==> src/rtl/pc_fetch_unit.sv <==
// Front-end fetch unit: owns the architectural PC, issues instruction-memory
// requests and presents fetched words to decode over a valid/ready handshake.
module pc_fetch_unit #(
  parameter logic [63:0] RESET_PC = 64'h0000_0000_0000_0000,
  parameter int          INST_W   = 32
) (
  input  logic              clk,
  input  logic              rst,
  input  logic              redirect_valid,
  input  logic [63:0]       redirect_pc,
  output logic              imem_req,
  output logic [63:0]       imem_addr,
  input  logic              imem_ack,
  input  logic [INST_W-1:0] imem_rdata,
  output logic              if_valid,
  input  logic              if_ready,
  output logic [63:0]       if_pc,
  output logic [INST_W-1:0] if_inst
);

  // Handshakes: a memory request stays asserted with a stable address until
  // imem_ack; decode takes the word in a cycle where if_valid && if_ready.
  typedef enum logic [1:0] {
    BOOT  = 2'd0,
    FETCH = 2'd1,
    HOLD  = 2'd2,
    DROP  = 2'd3
  } state_t;

  state_t            state;
  state_t            state_nxt;
  logic [63:0]       pc;
  logic [63:0]       pend_pc;
  logic [63:0]       target;
  logic [INST_W-1:0] inst_q;

  assign target = {redirect_pc[63:2], 2'b00};

  always_ff @(posedge clk or posedge rst) begin
    if (rst) begin
      state <= BOOT;
    end else begin
      state <= state_nxt;
    end
  end

  always_comb begin
    state_nxt = state;
    case (state)
      BOOT:  state_nxt = FETCH;
      FETCH: begin
        if (imem_ack && !redirect_valid) begin
          state_nxt = HOLD;
        end else if (!imem_ack && redirect_valid) begin
          state_nxt = DROP;
        end
      end
      HOLD:  if (redirect_valid || if_ready) state_nxt = FETCH;
      DROP:  if (imem_ack) state_nxt = FETCH;
      default: state_nxt = BOOT;
    endcase
  end

  // A redirect squashes the presented instruction in the same cycle.
  always_comb begin
    imem_req  = (state == FETCH) || (state == DROP);
    imem_addr = pc;
    if_valid  = (state == HOLD) && !redirect_valid;
    if_pc     = pc;
    if_inst   = inst_q;
  end

  // In DROP the request for the old pc is still outstanding; the newest
  // redirect target is parked in pend_pc until the stale response arrives.
  always_ff @(posedge clk or posedge rst) begin
    if (rst) begin
      pc      <= RESET_PC;
      pend_pc <= 64'h0;
      inst_q  <= '0;
    end else begin
      case (state)
        BOOT: begin
          if (redirect_valid) pc <= target;
        end
        FETCH: begin
          if (imem_ack) begin
            if (redirect_valid) begin
              pc <= target;
            end else begin
              inst_q <= imem_rdata;
            end
          end else if (redirect_valid) begin
            pend_pc <= target;
          end
        end
        HOLD: begin
          if (redirect_valid) begin
            pc <= target;
          end else if (if_ready) begin
            pc <= pc + 64'd4;
          end
        end
        DROP: begin
          if (redirect_valid) pend_pc <= target;
          if (imem_ack) pc <= redirect_valid ? target : pend_pc;
        end
        default: ;
      endcase
    end
  end

endmodule
==> config.mk <==
export PLATFORM = sky130hd
export DESIGN_NAME = pc_fetch_unit
export DESIGN_NICKNAME = d
export VERILOG_FILES = /design/src/rtl/pc_fetch_unit.sv
export SDC_FILE = /design/constraint.sdc
export NUM_CORES = 1
export LEC_CHECK = 0
export BUFFER_PORTS_ARGS = -buffer_cell sky130_fd_sc_hd__buf_4
export CORE_MARGIN = 1.5
export CORE_UTILIZATION = 53
export CTS_CLUSTER_DIAMETER = 30
export DETAILED_ROUTE_END_ITERATION = 8
export PLACE_DENSITY = 0.81
export SETUP_SLACK_MARGIN = 0.02
export SYNTH_ARGS = -nofsm -noshare
export SYNTH_HDL_FRONTEND = slang
export SYNTH_SLANG_ARGS = --single-unit
export TNS_END_PERCENT = 100
==> constraint.sdc <==
create_clock -name clk -period 7.3 [get_ports clk]
set_clock_uncertainty 0.1 [all_clocks]
set_input_delay 1.46 -clock clk [delete_from_list [all_inputs] [get_ports clk]]
set_output_delay 1.46 -clock clk [all_outputs]
set_load 0.01 [all_outputs]
==> results.md <==
Route:
- The total number of vias is 8503.
- After detailed routing, the total wire length is 27200 microns.
- Before antenna repair, the detailed router went through 6 iterations.
- The number of routed nets with antenna violations is 0.
- After detailed routing, the number of vias per cell comes to 6.26.
- In this run, the number of DRC markers left after iteration 0 of detailed routing was a little under 700.
- After detailed routing, the average wire length per cell comes to 20.0 microns.
- After detailed routing, the number of remaining DRC violations is 0.

Clocking:
- In this run the deepest clock path goes through 2 buffers.
- The depth of the CTS H-tree is 4.
- The root buffer cell chosen for the clock tree is clkbuf_16.
- The clock latency at the later pin of the worst-skew pair is ~0.42 ns.
- The clock-pin slew on the worst setup and hold paths is 0.06 ns.
- The post-CTS setup repair buffer count is 0.
- The clock tree from TritonCTS is yes.
- The number of instances resized during post-cts repair is 0.
- The clock net in this run drives a total of around 160 sinks.
- For this design, the CTS-stage hold fixing added 0 buffers.
- Buffers inserted during clock tree synthesis total 17.

Power:
- The overall power after layout is 3.60 mW.
- In this run the power density over the cells is 311 mW/mm^2.
- The worst-case IR drop observed on VDD is 0.209 mV.
- The static leakage is 5.06 nW.

GRT:
- The initial antenna violation count came to 0.
- The via count of the first global-routing pass was 8298.
- The leftover overflow at the end of global routing is 0.
- The largest net degree at the start of global routing is 103.
- The first-pass GRT wire length is 42700 microns.
- The overall fraction of global-route tracks in use is 29.8%.

Setup path:
- The launching instance or port of the critical path is redirect_valid.
- For the worst flop-to-flop path, the logic depth is 7.
- The data arrival time at the worst-slack endpoint is 2.62 ns.
- The termination of the worst setup path is if_valid.
- The capturing element type of the critical path is an output port.
- The startpoint of the worst-slack reg-to-reg timing path is state[0].
- The type of the worst setup path is primary input to output port.
- For flop-to-flop paths, the worst setup slack is between 3 and 4 ns.
- STA classifies the critical path startpoint as a primary input.
- Data on the critical path is required at its endpoint by 5.74 ns.
- In this run the critical register-to-register path is captured at if_pc[24].
- Of all nets on the critical path, the largest fanout is 46.

Timing:
- The final number of setup-violating endpoints is 0.
- Setup repair after global routing left no endpoint under its margin.
- The final critical path takes up 57.3% of the cycle.
- Summed over all failing endpoints, the final setup total negative slack is 0 ns.
- The timing-limited maximum frequency is 239 MHz.
- Subtracting the final worst setup slack from the clock period gives 4.18 ns.
- For the pin with the worst max-slew slack, the measured transition is roughly 1.1 ns.
- The count of final max-slew check failures was 0.
- The final-report hold violation count was 0.
- The worst hold slack across all endpoints is 0.406 ns.
- The worst pin sits at a relative slew slack of 26.4%.

Run status:
- The run finished with clean final reports.

Floorplanning:
- The effective utilization at floorplan is 53.8%.
- The chip height is between 100 and 150 microns.
- The floorplan step defined a die boundary enclosing 0.0182 sq mm.
- In this run the core area contains 48 standard-cell rows.
- After floorplanning, the core was sized to cover 0.0172 sq mm.
- The floorplan die width is 135 microns.
- For this design the top-level I/O count stands at between 200 and 300.

Final layout:
- The area of all sequential standard cells is 0.00406 sq mm.
- The core occupancy in the finished layout is 67.2%.
- The number of antenna diodes in the final layout is 0.
- The area growth from synthesis to layout is 24.9%.
- Summing all multi-input logic gate instances after layout gives ~0.0044 sq mm.
- The fraction of final layout cells sized beyond drive strength 1 is between 30% and 40%.
- After the last flow step, the layout net total stands at about 1200.
- The filler cell count is 1382.

Synthesis:
- The share of flip-flops with an asynchronous set or reset after synthesis is 100%.
- The commonest register cell after synthesis is dfrtp_1.
- The mapped netlist covers 0.00925 sq mm.
- The count of different cell masters after synthesis is 62.
- The share of the yosys chip area belonging to registers is 43.8%.
- The mean instance size in the synthesized netlist is 9.68 sq um.
- The number of nets handed over by synthesis was 1058.
- The total number of yosys warnings is 0.
- In this run, synthesis produced a sequential element count of 162.
- The synthesized design contains 0 enable-type register cells.
- Synthesis produced 955 cells.

Min path:
- The path class of the lowest-slack min-delay path is flip-flop to flip-flop.

Placed design:
- The count of buffers added on input and output ports is between 200 and 300.
- The routability-driven placement congestion ratio is 0.845.
- Detailed placement ended at an HPWL of 18000 microns.

Job:
- Max-cap violations in this run came to 0.
[where the power goes]
group | switching, mW | internal (mW) | leakage [nW]
clock | 0.372 | 0.627 | 0.313
combinational | 0.541 | 0.627 | 2.82
sequential | 0.300 | 1.13 | 1.93
[synth_stat cells, types with 8 or more instances]
library cell / n / area share, %
and3_1: 20 / 1.4
o21ai_0: 80 / 4.3
nor3_1: 21 / 1.1
inv_1: 18 / 0.73
xnor2_1: 21 / 2.0
dfrtp_1: 162 / 44
a221oi_1: 23 / 2.2
nor4_1: 8 / 0.54
a22oi_1: 19 / 1.5
mux2_2: 93 / 11
nand3_1: 36 / 1.9
mux2i_1: 9 / 0.97
nor2_1: 61 / 2.5
buf_1: 8 / 0.32
a211oi_1: 12 / 0.97
buf_4: 64 / 5.2
nand2_1: 79 / 3.2
clkbuf_1: 52 / 2.1
a22o_1: 23 / 2.2
o22ai_1: 9 / 0.61
xor2_1: 11 / 1.0
a21oi_1: 28 / 1.5
nand4_1: 18 / 1.2
[final cells by class]
class	count	area share, %
tap	225	2.44
clock inverter	12	1.77
inverter	19	0.661
clock buffer	20	3.95
timing repair buffer	272	17.7
sequential	162	35.1
multi-input combinational	648	38.4
[flip-flops by register name, indices dropped and copies added, names as in the netlist]
register  flops
if_inst      32
state         2
pend_pc      64
if_pc        64
[metal layers]
metal	up-vias	global-route usage [%]	wire length [microns]
met3	68	6.68	2790
met5	-	0	0
li1	3767	-	-
met2	518	49.3	13200
met1	4150	38.1	10500
met4	0	11.5	660
[placed cells by master, fill, tap and decap left out, types with 7 or more instances in the layout]
cell       instances
a22o_1            23
o22ai_1            9
dfrtp_1          161
nor4_1             8
a21oi_1           27
nor3_1            21
o21ai_0           79
a22oi_1           19
and3_1            20
a221oi_1          23
nand3_1           36
a211oi_1          12
clkbuf_16         17
a31oi_1            7
nor2_1            61
xor2_1            11
inv_1             17
mux2_2            93
nand4_1           18
nand2_1           79
xnor2_1           21
buf_4            272
mux2i_1            9
[worst max-delay path, stage by stage]
cell,delay [ns]
buf_4,0.28
nor2b_4,0.17
nand2b_1,0.08
inv_1,0.38
buf_4,0.21
[metrics by stage]
stage,setup WS [ns],instances,cell area (sq um)
floorplan,1.36,955,9250
global placement,3.11,1326,10900
detailed placement,3.06,1326,10900
CTS,3.17,1358,11600
global route,3.07,1358,11600
finish,3.12,1358,11600
[worst min-delay path by stage]
stage	end	start	slack [ns]	cells past startpoint
CTS	pend_pc[1]	pend_pc[1]	0.41	1
global route	pend_pc[62]	pend_pc[62]	0.42	1
floorplan	pend_pc[0]	pend_pc[0]	0.36	1
finish	pend_pc[1]	pend_pc[1]	0.41	1
detailed placement	pend_pc[1]	pend_pc[1]	0.39	1
global placement	pend_pc[41]	pend_pc[41]	0.38	1
[cells by family after synthesis]
kind of cell / Yosys count / synth area share [%]
simple gates: 272 / 14.6
flops: 162 / 43.8
xor+xnor: 32 / 3.03
compound gates: 240 / 17.4
mux: 102 / 12.3
fa+ha+maj: 2 / 0.271
buf+inv: 145 / 8.51
No activity file was read; power rests on OpenSTA's default activity.
